--- src/rtl/pad_in_filter.sv ---
// pad_in_filter: per-pad 2-flop synchroniser, glitch filter and rise/fall event pulses
`timescale 1ns/1ps
module pad_in_filter #(
  parameter int Width    = 8,
  parameter int CntWidth = 4
) (
  input  logic                clk_i,
  input  logic                rst_i,
  input  logic [Width-1:0]    in_i,
  input  logic [Width-1:0]    filter_en_i,
  input  logic [CntWidth-1:0] thresh_i,
  output logic [Width-1:0]    in_o,
  output logic [Width-1:0]    rise_o,
  output logic [Width-1:0]    fall_o
);
  logic [Width-1:0] s1, s2, prev, filt, rise, fall, stable, next_filt;
  logic [CntWidth-1:0] cnt [Width];
  always_ff @(posedge clk_i or posedge rst_i) begin
    if (rst_i) begin
      s1   <= '0;
      s2   <= '0;
      prev <= '0;
      filt <= '0;
      rise <= '0;
      fall <= '0;
    end else begin
      s1   <= in_i;
      s2   <= s1;
      prev <= s2;
      filt <= next_filt;
      rise <= next_filt & ~filt;
      fall <= ~next_filt & filt;
    end
  end
  // Bypassed channels follow s2; filtered ones only move once s2 has been stable long enough.
  always_comb next_filt = ((~filter_en_i | stable) & s2) | ((filter_en_i & ~stable) & filt);
  for (genvar g = 0; g < Width; g++) begin : g_ch
    assign stable[g] = (s2[g] == prev[g]) && (cnt[g] >= thresh_i);
    // Saturating run-length counter of equal consecutive synced samples.
    always_ff @(posedge clk_i or posedge rst_i) begin
      if (rst_i) cnt[g] <= '0;
      else if (s2[g] != prev[g]) cnt[g] <= '0;
      else if (cnt[g] != '1) cnt[g] <= cnt[g] + 1'b1;
    end
  end
  assign in_o   = filt;
  assign rise_o = rise;
  assign fall_o = fall;
endmodule
--- config.mk ---
export PLATFORM = sky130hd
export DESIGN_NAME = pad_in_filter
export DESIGN_NICKNAME = d
export VERILOG_FILES = /design/src/rtl/pad_in_filter.sv
export SDC_FILE = /design/constraint.sdc
export NUM_CORES = 1
export LEC_CHECK = 0
export BUFFER_PORTS_ARGS = -buffer_cell sky130_fd_sc_hd__buf_2
export CAP_MARGIN = 10
export CORE_MARGIN = 3
export CORE_UTILIZATION = 50
export CTS_CLUSTER_SIZE = 40
export DETAILED_ROUTE_END_ITERATION = 12
export HOLD_SLACK_MARGIN = 0.1
export PLACE_DENSITY = 0.81
export REMOVE_ABC_BUFFERS = 1
export SYNTH_ARGS = -nofsm -noshare
export SYNTH_HDL_FRONTEND = slang
export SYNTH_SLANG_ARGS = --single-unit
export TNS_END_PERCENT = 5
--- constraint.sdc ---
create_clock -name clk_i -period 3.3 [get_ports clk_i]
set_input_delay 0.33 -clock clk_i [delete_from_list [all_inputs] [get_ports clk_i]]
set_output_delay 0.33 -clock clk_i [all_outputs]
set_load 0.1 [all_outputs]
==> metrics.md, run 1 <==
| Metric | Value |
|---|---|
| Nets | `493` |
| Global-route wire length before repair | `13,200 um` |
| DR vias/cell | `5.32` |
| Starting density of the core | `0.520` |
| Rows | `32` |
| Critical Path Fanout Max | `5` |
| Mapped Area | `0.00406 mm^2` |
| Root buf cell | `clkbuf_8` |
| Buf+Inv Stages, Crit Path | `1` |
| Required @ worst endpoint | `3.56 ns` |
| Pwr/cell area | `558 mW/mm^2` |
| Cell Count, Final, Fillers Out | `538` |
| VDD IR max | `0.332 mV` |
| Total Routing Usage GR | `0.184` |
| Startpoint types | `flip-flop` |
| Hold Vio Cnt, Final | `0` |
| Rel. slew slack | `0.671` |
| Met2 Track Usage GR | `0.322` |
| Pre-CTS setup slack | `1.35 ns` |
| Highest-delay cell along the critical path | `dfrtp_1` |
| Worst Path Arrival | `1.99 ns` |
| DR pass1 iterations | `4` |
| Worst-path cell chain | `inv_1 -> ha_1 -> nor3b_2 -> o21ai_1 -> mux2_4 -> a211oi_2` |
| Initial antenna violation count | `0` |
| Worst Setup Slack, final | `1.57 ns` |
| Drt wl/cell | `14.1 um` |
| CTS tree | `done` |
| Setup TNS | `0 ns` |
| Routed WL | `7570 um` |
| Max Root-Sink Buffers | `2` |
| ANT nets after route | `0` |
| Met3 usage | `0.0281` |
| Clock Skews | `0.00829 ns` |
| Setup-failing EPs final | `0` |
| Distinct cells, synth | `22` |
| Global route hottest layer | `met2` |
| Hold Crit Class | `in -> reg` |
| Vias | `2,863` |
| RSZ-0062 raised after global routing | `false` |
| I/O pin count | `46` |
| Crit path time final | `1.73 ns` |
| Fin. max-slew vios | `0` |
| Max cap viols | `0` |
| H-Tree Depth | `3` |
| Diode count | `0` |
| Clk slew on worst S/H paths | `0.08 ns` |
| Remaining DRCs | `0` |
| Sequential area share after synthesis | `0.493` |
| YS warnings | `0` |
| GR Layer Usage met1 | `0.223` |
| Kind of critical path | `reg -> reg` |
| Cell count after synthesis | `364` |
| Critical Path Max Stage Delay | `0.44 ns` |
| PortBufs | `45` |
| Vias in the first global route | `2,984` |
| Area delta synth->final | `16.6%` |
| Placed insts | `513` |
| Post-CTS Setup Bufs | `0` |
| Outcome | `complete, no violations` |
| Placed Area | `0.00443 mm^2` |
| Period utilization | `0.525` |
| DIE HEIGHT | `96.1 um` |
| FMAX | `578 MHz` |
| Hpwl dp | `5440 um` |
| Clk_lat worst skew | `0.34 ns` |
| Grt total ovfl | `0` |
| Clk sink count | `80` |
| Layout cell share with drive strength beyond 1 | `0.209` |
| Syn Area/Cell | `11.1 um^2` |
| CTS buffer count | `9` |
| Leak Pwr | `2.30 nW` |
| Die Wd | `96.1 um` |
| Final instance area | `0.00473 mm^2` |
| Crit path max-delay family | `flip-flops` |
| Worst setup EP type | `flip-flop` |
| DIE AREA | `0.00923 mm^2` |
| Gpl congestion | `0.756` |
| Synthesized flop and latch total | `80` |
| Largest net degree at the start of global routing | `37` |
| Placeable Area | `0.00781 mm^2` |
| Detailed Route Iter0 Violations | `86` |
| Worst Max-Slew Pin Slew | `0.496 ns` |
-- Yosys cell counts --
master	count	share of area
xnor2_1	8	0.017
nor3b_1	16	0.030
mux2i_1	8	0.020
nor2b_1	8	0.012
nor2_1	40	0.037
a211oi_2	8	0.025
a21oi_1	24	0.030
mux2_4	8	0.030
o21ai_2	5	0.011
nand2b_1	8	0.012
nor3b_2	8	0.025
o211ai_1	8	0.015
ha_1	40	0.12
xor2_1	8	0.017
nor3_1	16	0.020
dfrtp_1	80	0.49
nand2_1	16	0.015
inv_1	20	0.019
o21ai_1	3	0.0037
nand3_1	16	0.020
a31oi_1	8	0.012
a21boi_0	8	0.015
-- what timing repair did --
action / CTS / global route
hold buffers: 9 / 0
gates resized for setup: 0 / 0
hold endpoints to repair: 30 / 0
-- cell type report --
type | instances | area, um^2
Clock buffer | 11 | 131
Clock inverter | 5 | 81.3
Fill cell | 627 | 3080
Inverter | 20 | 76.3
Multi-Input combinational cell | 264 | 1980
Sequential cell | 80 | 2000
Tap cell | 102 | 128
Timing Repair Buffer | 56 | 330
-- stage by stage --
step | util | power [W] | hold WS [ns]
after floorplan | - | 0.00173 | 0.331
after global placement | 0.567 | 0.00184 | 0.331
final | 0.606 | 0.00264 | 0.174
after global routing | 0.606 | 0.00278 | 0.184
after CTS | 0.606 | 0.00266 | 0.167
after detailed placement | 0.567 | 0.00188 | 0.336
-- worst register-to-register path, cell delays in order (launching register included) --
cell and delay, ns:
dfrtp_1 0.44, inv_1 0.08, ha_1 0.29, nor3b_2 0.17, o21ai_1 0.13, mux2_4 0.32, a211oi_2 0.21
-- registers in the layout (all words and copies together), names as in the netlist --
name,flops
cnt,32
fall_o,8
in_o,8
prev,8
rise_o,8
s1,8
s2,8
-- cell usage in the layout, fill, tap and decap left out, drive strengths merged --
cell	synthesis	routed
o21ai	8	8
bufinv	0	2
a21boi	8	8
clkinvlp	0	1
mux2i	8	8
o211ai	8	8
ha	40	40
mux2	8	8
nor2b	8	8
xnor2	8	8
clkbuf	0	11
a21oi	24	24
xor2	8	8
a211oi	8	8
buf	0	47
dfrtp	80	80
nor3	16	16
clkinv	0	3
dlygate4sd3	0	9
nor2	40	40
nand3	16	16
nand2b	8	8
inv	20	19
a31oi	8	8
nand2	16	16
nor3b	24	24
-- routing by layer --
layer	vias up	part of all wire
met5	-	0
met1	1386	0.43
met4	0	0.017
met2	44	0.52
li1	1423	-
met3	10	0.034
-- worst paths after layout --
| path | start | to | slack, ns | cells past startpoint |
|---|---|---|---|---|
| setup / recovery | cnt[12]$_DFFE_PP0P_ | in_o[4]$_DFF_PP0_ | 1.57 | 6 |
| hold / removal | filter_en_i[3] | rise_o[3]$_DFF_PP0_ | 0.17 | 2 |
| setup reg to reg | cnt[12]$_DFFE_PP0P_ | in_o[4]$_DFF_PP0_ | 1.57 | 6 |
| hold reg to reg | s1[3]$_DFF_PP0_ | s2[3]$_DFF_PP0_ | 0.35 | 0 |
| max in group asynchronous | rst_i | cnt[26]$_DFFE_PP0P_ | 1.98 | 4 |
| min in group asynchronous | rst_i | in_o[0]$_DFF_PP0_ | 0.53 | 3 |
-- report_power, final --
group	internal (W)	total (W)	switching, W
Clock	0.000427	0.000780	0.000353
Combinational	0.000221	0.000679	0.000459
Sequential	0.00107	0.00118	0.000109
Total	0.00172	0.00264	0.000920
-- kinds of logic after synthesis --
family	after synthesis	synth area share
and+or+nand+nor	128	0.170
DFF	80	0.493
AOI/OAI and AO/OA	64	0.111
adders and majority gates	40	0.123
buffers and inverters	20	0.0185
xor gates and xnor gates	16	0.0345
muxes	16	0.0493
No activity file was read; power rests on OpenSTA's default activity.
==> inputs of run 2 (changes only) <==
==> constraint.sdc (replaced) <==
create_clock -name clk_i -period 1.6 [get_ports clk_i]
set_input_delay 0.16 -clock clk_i [delete_from_list [all_inputs] [get_ports clk_i]]
set_output_delay 0.16 -clock clk_i [all_outputs]
set_load 0.1 [all_outputs]
==> run 2 against run 1 <==
The flow now finishes with violations (negative setup slack). Hold slack improved by 0.18 ns. First-iteration DRC count up 48%. Sequential share of layout area down 3.0 points. Sequential cell count is the same.
==> metrics.md, run 2 (synthesis gave the netlist of run 1 again) <==
| Metric | Value |
|---|---|
| Outcome | `complete, but fails checks` |
| VDD IR max | `0.634 mV (+91%)` |
| Final design utilization | `0.653 (+0.0474)` |
| Max cap viols | `0 (unchanged)` |
| Gpl congestion | `0.796 (+5.2%)` |
| Die Wd | `96.1 um (unchanged)` |
| Startpoint types | `flip-flop` |
| Max reg flops | `32 (unchanged)` |
| CTS buffer count | `9 (unchanged)` |
| Largest net degree at the start of global routing | `81 (+120%)` |
| H-Tree Depth | `3 (unchanged)` |
| Nets | `535 (+8.5%)` |
| Crit path time final | `1.61 ns (-0.122 ns)` |
| Root buf cell | `clkbuf_8` |
| Hold Path Depth | `0 (-2)` |
| Power Internal | `0.00363 W (+110%)` |
| Total power | `0.00555 W (+110%)` |
| Worst Path Arrival | `1.87 ns (-0.12 ns)` |
| Seq pwr share | `0.423 (-0.024)` |
| Sw Pwr | `0.00193 W (+110%)` |
| Hold Vio Cnt, Final | `0 (unchanged)` |
| R2r setup slk | `-0.009 ns (-1.58 ns)` |
| Final instance area | `0.00510 mm^2 (+7.8%)` |
| Period utilization | `1.01 (+0.481)` |
| DR pass1 iterations | `4 (unchanged)` |
| Routed WL | `7690 um (+1.6%)` |
| RSZ-0062 raised after global routing | `true` |
| Fin. max-slew vios | `0 (unchanged)` |
| Initial antenna violation count | `0 (unchanged)` |
| Grt total ovfl | `0 (unchanged)` |
| Max Root-Sink Buffers | `2 (unchanged)` |
| Hold Path Sink | `s2[5]$_DFF_PP0_` |
| Required @ worst endpoint | `1.87 ns (-1.69 ns)` |
| Setup-failing EPs final | `1 (+1)` |
| Rel. slew slack | `0.672 (about the same)` |
| R2R depth | `5 (-1)` |
| Drt wl/cell | `13.3 um (-5.8%)` |
| Vias in the first global route | `3,097 (+3.8%)` |
| FMAX | `622 MHz (+7.6%)` |
| PortBufs | `45 (unchanged)` |
| Most flop-heavy register | `cnt` |
| Worst Setup Slack, final | `-0.00854 ns (-1.58 ns)` |
| Worst setup EP type | `flip-flop` |
| DIE AREA | `0.00923 mm^2 (unchanged)` |
| Rows | `32 (unchanged)` |
| Area delta synth->final | `25.7%` |
| Hold_sp | `s1[5]$_DFF_PP0_` |
| DR vias/cell | `5.23 (-1.8%)` |
| Total Routing Usage GR | `0.184 (+0.000241)` |
| Clock Skews | `0.00743 ns (-0.000857 ns)` |
| Clock network power share | `0.273 (-0.022)` |
| Most frequent cells in the layout | `dfrtp_1 (79), buf_2 (45), nor2_1 (40)` |
| Worst r2r dst | `in_o[6]$_DFF_PP0_` |
| Clk slew on worst S/H paths | `0.08 ns (about the same)` |
| Pre-CTS setup slack | `-0.208 ns (-1.56 ns)` |
| Vias | `3,032 (+5.9%)` |
| Placed Area | `0.00469 mm^2 (+5.9%)` |
| Hpwl dp | `5460 um (+0.35%)` |
| CTS tree | `done` |
| I/O pin count | `46 (unchanged)` |
| Kind of critical path | `reg -> reg` |
| Clk sink count | `80 (unchanged)` |
| Placeable Area | `0.00781 mm^2 (unchanged)` |
| Clk_lat worst skew | `0.34 ns (about the same)` |
| Pwr/cell area | `1090 mW/mm^2 (+95%)` |
| ANT nets after route | `0 (unchanged)` |
| Leak Pwr | `2.52 nW (+9.5%)` |
| Worst r2r src | `cnt[7]$_DFFE_PP0P_` |
| Commonest non-fill, non-tap cell in the layout | `dfrtp_1` |
| Hold Crit Class | `reg -> reg` |
| Global-route wire length before repair | `13,300 um (+1.2%)` |
| Cell Count, Final, Fillers Out | `580 (+7.8%)` |
| Detailed Route Iter0 Violations | `127 (+48%)` |
| Diode count | `0 (unchanged)` |
| DIE HEIGHT | `96.1 um (unchanged)` |
| Placed insts | `546 (+6.4%)` |
| Sw frac | `0.347 (-0.00183)` |
| Critical Path Fanout Max | `5 (unchanged)` |
| Layout cell share with drive strength beyond 1 | `0.278 (+0.0695)` |
| Starting density of the core | `0.520 (unchanged)` |
| Remaining DRCs | `0 (unchanged)` |
| Violated checks | `negative setup slack` |
| Worst Max-Slew Pin Slew | `0.496 ns (-0.000395 ns)` |
| Gate power share | `0.304 (+0.047)` |
## run 2: cell count changes in the layout (fill, tap and decap cells not counted), sizes merged
cell	before	now
buf	47	81
bufinv	2	1
clkinvlp	1	2
dlygate4sd3	9	17
## run 2: stage by stage
| stage | hold slack, ns | setup TNS [ns] |
|---|---|---|
| global route | 0.362 | -0.527 |
| finish | 0.351 | -0.00854 |
| floorplan | 0.191 | -49.35 |
| detailed placement | 0.269 | -1.91 |
| CTS | 0.354 | -0.101 |
| global placement | 0.268 | -1.21 |
## run 2: area by class of cell
cell class | instances | area, um^2
clock inverter | 5 | 55.1
timing repair buffer | 98 | 678
sequential | 80 | 2000
tap | 102 | 128
fill | 602 | 2710
multi-input combinational | 264 | 2010
clock buffer | 11 | 151
inverter | 20 | 76.3
## run 2: worst max path at each step
stage	startpoint	end	slack, ns	cells past startpoint
2_1_floorplan	rst_i	cnt[0]$_DFFE_PP0P_	-0.61	1
6_report	cnt[7]$_DFFE_PP0P_	in_o[6]$_DFF_PP0_	-0.009	5
3_5_place_dp	thresh_i[1]	in_o[5]$_DFF_PP0_	-0.21	7
4_1_cts	cnt[19]$_DFFE_PP0P_	in_o[3]$_DFF_PP0_	-0.05	5
3_3_place_gp	thresh_i[1]	in_o[3]$_DFF_PP0_	-0.14	7
5_1_grt	cnt[19]$_DFFE_PP0P_	in_o[3]$_DFF_PP0_	-0.09	5
## run 2: layer usage
metal,GRT usage,vias to the layer above,wire length (um),share of wire
met3,0.0321,10,250,0.033
met5,0,-,0,0
met2,0.325,44,3860,0.50
li1,-,1507,-,-
met4,0.0818,0,121,0.016
met1,0.217,1471,3460,0.45
## run 2: critical path, cell delays in order, from the launching register on
cell and delay [ns]:
dfrtp_1 0.43, ha_1 0.32, o211ai_1 0.10, o21ai_2 0.18
mux2_4 0.32, a211oi_2 0.18
## run 2: power by group through the flow
stage | Clock, W | Combinational (W) | Sequential (W)
after floorplan | 0 | 0.000652 | 0.00291
after global placement | 0 | 0.00156 | 0.00239
after detailed placement | 0 | 0.00164 | 0.00239
after CTS | 0.00155 | 0.00169 | 0.00235
after global routing | 0.00164 | 0.00183 | 0.00238
final | 0.00151 | 0.00169 | 0.00235
## run 2: timing repair
action / in CTS / in global routing
pin swaps: 0 / 7
setup endpoints to repair: 6 / 11
resized for setup: 2 / 5
buffers inserted: 1 / 0
hold endpoints to repair: 96 / 0
hold buffers: 17 / 0
==> inputs of run 3 (changes only) <==
--- a/config.mk
+++ b/config.mk
@@ -7,13 +7,12 @@
 export LEC_CHECK = 0
 export BUFFER_PORTS_ARGS = -buffer_cell sky130_fd_sc_hd__buf_2
 export CAP_MARGIN = 10
-export CORE_MARGIN = 3
+export CORE_MARGIN = 2
 export CORE_UTILIZATION = 50
 export CTS_CLUSTER_SIZE = 40
 export DETAILED_ROUTE_END_ITERATION = 12
 export HOLD_SLACK_MARGIN = 0.1
 export PLACE_DENSITY = 0.81
-export REMOVE_ABC_BUFFERS = 1
 export SYNTH_ARGS = -nofsm -noshare
 export SYNTH_HDL_FRONTEND = slang
 export SYNTH_SLANG_ARGS = --single-unit
==> run 3 against run 2 <==
The run still ends with negative setup slack left. First-iteration DRC count is 32% lower. Clock skew is 0.0015 ns higher. Wire length is 5.0% higher. Via count is 3.6% higher. Sequential share of layout area is 1.1 points lower. Setup slack better by 0.0047 ns. Global-route usage is 0.91 points higher. Critical path type unchanged. Design area is 2.8% higher. Critical path depth is 1 higher.
==> metrics.md, run 3 (synthesis gave the netlist of run 1 again) <==
| Metric | Value |
|---|---|
| Nets | `544 (+1.7%)` |
| Startpoint types | `flip-flop` |
| Most frequent cells in the layout | `dfrtp_1 (80), buf_2 (45), buf_4 (44)` |
| Remaining DRCs | `0 (unchanged)` |
| R2r setup slk | `-0.004 ns (about the same)` |
| VDD IR max | `0.691 mV (+9.0%)` |
| Routed WL | `8080 um (+5.0%)` |
| Diode count | `0 (unchanged)` |
| Starting density of the core | `0.520 (unchanged)` |
| Required @ worst endpoint | `1.83 ns (-0.04 ns)` |
| GR Layer Usage met1 | `0.230 (+0.0134)` |
| Final instance area | `0.00524 mm^2 (+2.8%)` |
| CTS tree | `done` |
| ANT nets after route | `0 (unchanged)` |
| Fin Hold WS | `0.351 ns (-0.0000590 ns)` |
| Detailed Route Iter0 Violations | `86 (-32%)` |
| H-Tree Depth | `3 (unchanged)` |
| Most flop-heavy register | `cnt` |
| Kind of critical path | `reg -> reg` |
| PortBufs | `45 (unchanged)` |
| Commonest non-fill, non-tap cell in the layout | `dfrtp_1` |
| Worst setup EP type | `flip-flop` |
| RSZ-0062 raised after global routing | `true` |
| Placed insts | `548 (+0.37%)` |
| Grt total ovfl | `0 (unchanged)` |
| Worst Max-Slew Pin Slew | `0.579 ns (+0.0831 ns)` |
| Post-Synthesis Net Count | `426` |
| DR pass1 iterations | `4 (unchanged)` |
| Clock Skews | `0.00894 ns (+0.00150 ns)` |
| Clk sink count | `80 (unchanged)` |
| Final design utilization | `0.671 (+0.0183)` |
| Largest net degree at the start of global routing | `81 (unchanged)` |
| DR vias/cell | `5.33 (+2.0%)` |
| Outcome | `complete, but fails checks` |
| Crit path time final | `1.60 ns (-0.00471 ns)` |
| Pwr/cell area | `1100 mW/mm^2 (+0.71%)` |
| Violated checks | `negative setup slack` |
| Hold Crit Class | `reg -> reg` |
| I/O pin count | `46 (unchanged)` |
| Total Routing Usage GR | `0.193 (+0.00913)` |
| Global-route wire length before repair | `13,300 um (-0.25%)` |
| Root buf cell | `clkbuf_8` |
| Period utilization | `1.00 (-0.00294)` |
| Critical Path Fanout Max | `2 (-3)` |
| Layout cell share with drive strength beyond 1 | `0.296 (+0.0174)` |
| FMAX | `624 MHz (+0.29%)` |
| Initial antenna violation count | `0 (unchanged)` |
| Hold Vio Cnt, Final | `0 (unchanged)` |
| Leak Pwr | `2.56 nW (+1.8%)` |
| Max cap viols | `0 (unchanged)` |
| Fin. max-slew vios | `0 (unchanged)` |
| Worst Path Arrival | `1.83 ns (-0.04 ns)` |
| Clk_lat worst skew | `0.35 ns (about the same)` |
| DIE HEIGHT | `94.1 um (-2.1%)` |
| Drt wl/cell | `13.7 um (+3.4%)` |
| Area delta synth->final | `29.2%` |
| Met2 Track Usage GR | `0.332 (+0.00607)` |
| Placed Area | `0.00470 mm^2 (+0.37%)` |
| Pre-CTS setup slack | `-0.194 ns (+0.0138 ns)` |
| Vias in the first global route | `3,069 (-0.90%)` |
| Setup-failing EPs final | `1 (unchanged)` |
| DIE AREA | `0.00885 mm^2 (-4.1%)` |
| Max Root-Sink Buffers | `2 (unchanged)` |
| Cell Count, Final, Fillers Out | `589 (+1.6%)` |
| Rows | `32 (unchanged)` |
| Hpwl dp | `5520 um (+1.1%)` |
| Met3 usage | `0.0329 (+0.000849)` |
| CTS buffer count | `9 (unchanged)` |
| Fillcell total | `565 (-6.1%)` |
| Vias | `3,141 (+3.6%)` |
| Global route hottest layer | `met2` |
| Placeable Area | `0.00781 mm^2 (unchanged)` |
| Clk slew on worst S/H paths | `0.08 ns (about the same)` |
| Die Wd | `94.1 um (-2.1%)` |
| Rel. slew slack | `0.614 (-0.0581)` |
| Max reg flops | `32 (unchanged)` |
| Gpl congestion | `0.769 (-3.4%)` |
| Worst Setup Slack, final | `-0.00383 ns (+0.00471 ns)` |
## run 3: cell types whose count changed in the layout (fill, tap and decap cells not counted), moves of 2 or more
cell	delta
buf_4	+9
ha_4	+5
a21boi_1	+2
ha_1	-5
clkinv_2	-2
## run 3: path summary, 6_finish.rpt
check | cells after the start | to | start
max | 6 | fall_o[0]$_DFF_PP0_ | cnt[29]$_DFFE_PP0P_
min | 0 | s2[7]$_DFF_PP0_ | s1[7]$_DFF_PP0_
max reg2reg | 6 | fall_o[0]$_DFF_PP0_ | cnt[29]$_DFFE_PP0P_
min reg2reg | 0 | s2[7]$_DFF_PP0_ | s1[7]$_DFF_PP0_
max in group asynchronous | 4 | prev[3]$_DFF_PP0_ | rst_i
min in group asynchronous | 4 | fall_o[5]$_DFF_PP0_ | rst_i
## run 3: power breakdown
| part | switching (W) | internal, W |
|---|---|---|
| Sequential | 0.000143 | 0.00221 |
| Clock | 0.000726 | 0.000919 |
| Combinational | 0.00109 | 0.000655 |
## run 3: final cells by class
| type | instances | area (um^2) | area share |
|---|---|---|---|
| tap | 102 | 128 | 0.0243 |
| inverter | 20 | 78.8 | 0.0150 |
| clock buffer | 11 | 141 | 0.0270 |
| timing repair buffer | 107 | 746 | 0.142 |
| sequential | 80 | 2000 | 0.382 |
| clock inverter | 5 | 80.1 | 0.0153 |
| multi-input combinational | 264 | 2070 | 0.394 |
## run 3: per-layer routing
metal  wire length (um)  vias up
met1               3640     1545
li1                   -     1520
met2               4040       61
met4                168        0
met3                226       15
met5                  0        -
## run 3: worst max-delay path, stage by stage (launching register included)
cell	delay, ns
dfrtp_1	0.40
ha_1	0.29
o211ai_1	0.25
o21ai_2	0.12
buf_4	0.15
a21boi_0	0.18
nor3b_1	0.08
## run 3: what timing repair did
| action | CTS | global route |
|---|---|---|
| buffers inserted | 2 | 6 |
| pin swaps | 6 | 14 |
| endpoints found under the setup margin | 4 | 9 |
| hold buffers | 17 | 0 |
| hold endpoints to repair | 96 | 0 |
| cloned | 0 | 0 |
| gates resized for setup | 4 | 7 |
## run 3: per-stage QoR
stage          TNS (ns)  total power, W
6_report       -0.00383         0.00575
4_1_cts        -0.00811         0.00573
5_1_grt          -0.387         0.00605
3_5_place_dp      -1.47         0.00404
3_3_place_gp     -0.922         0.00395
2_1_floorplan    -0.412         0.00356
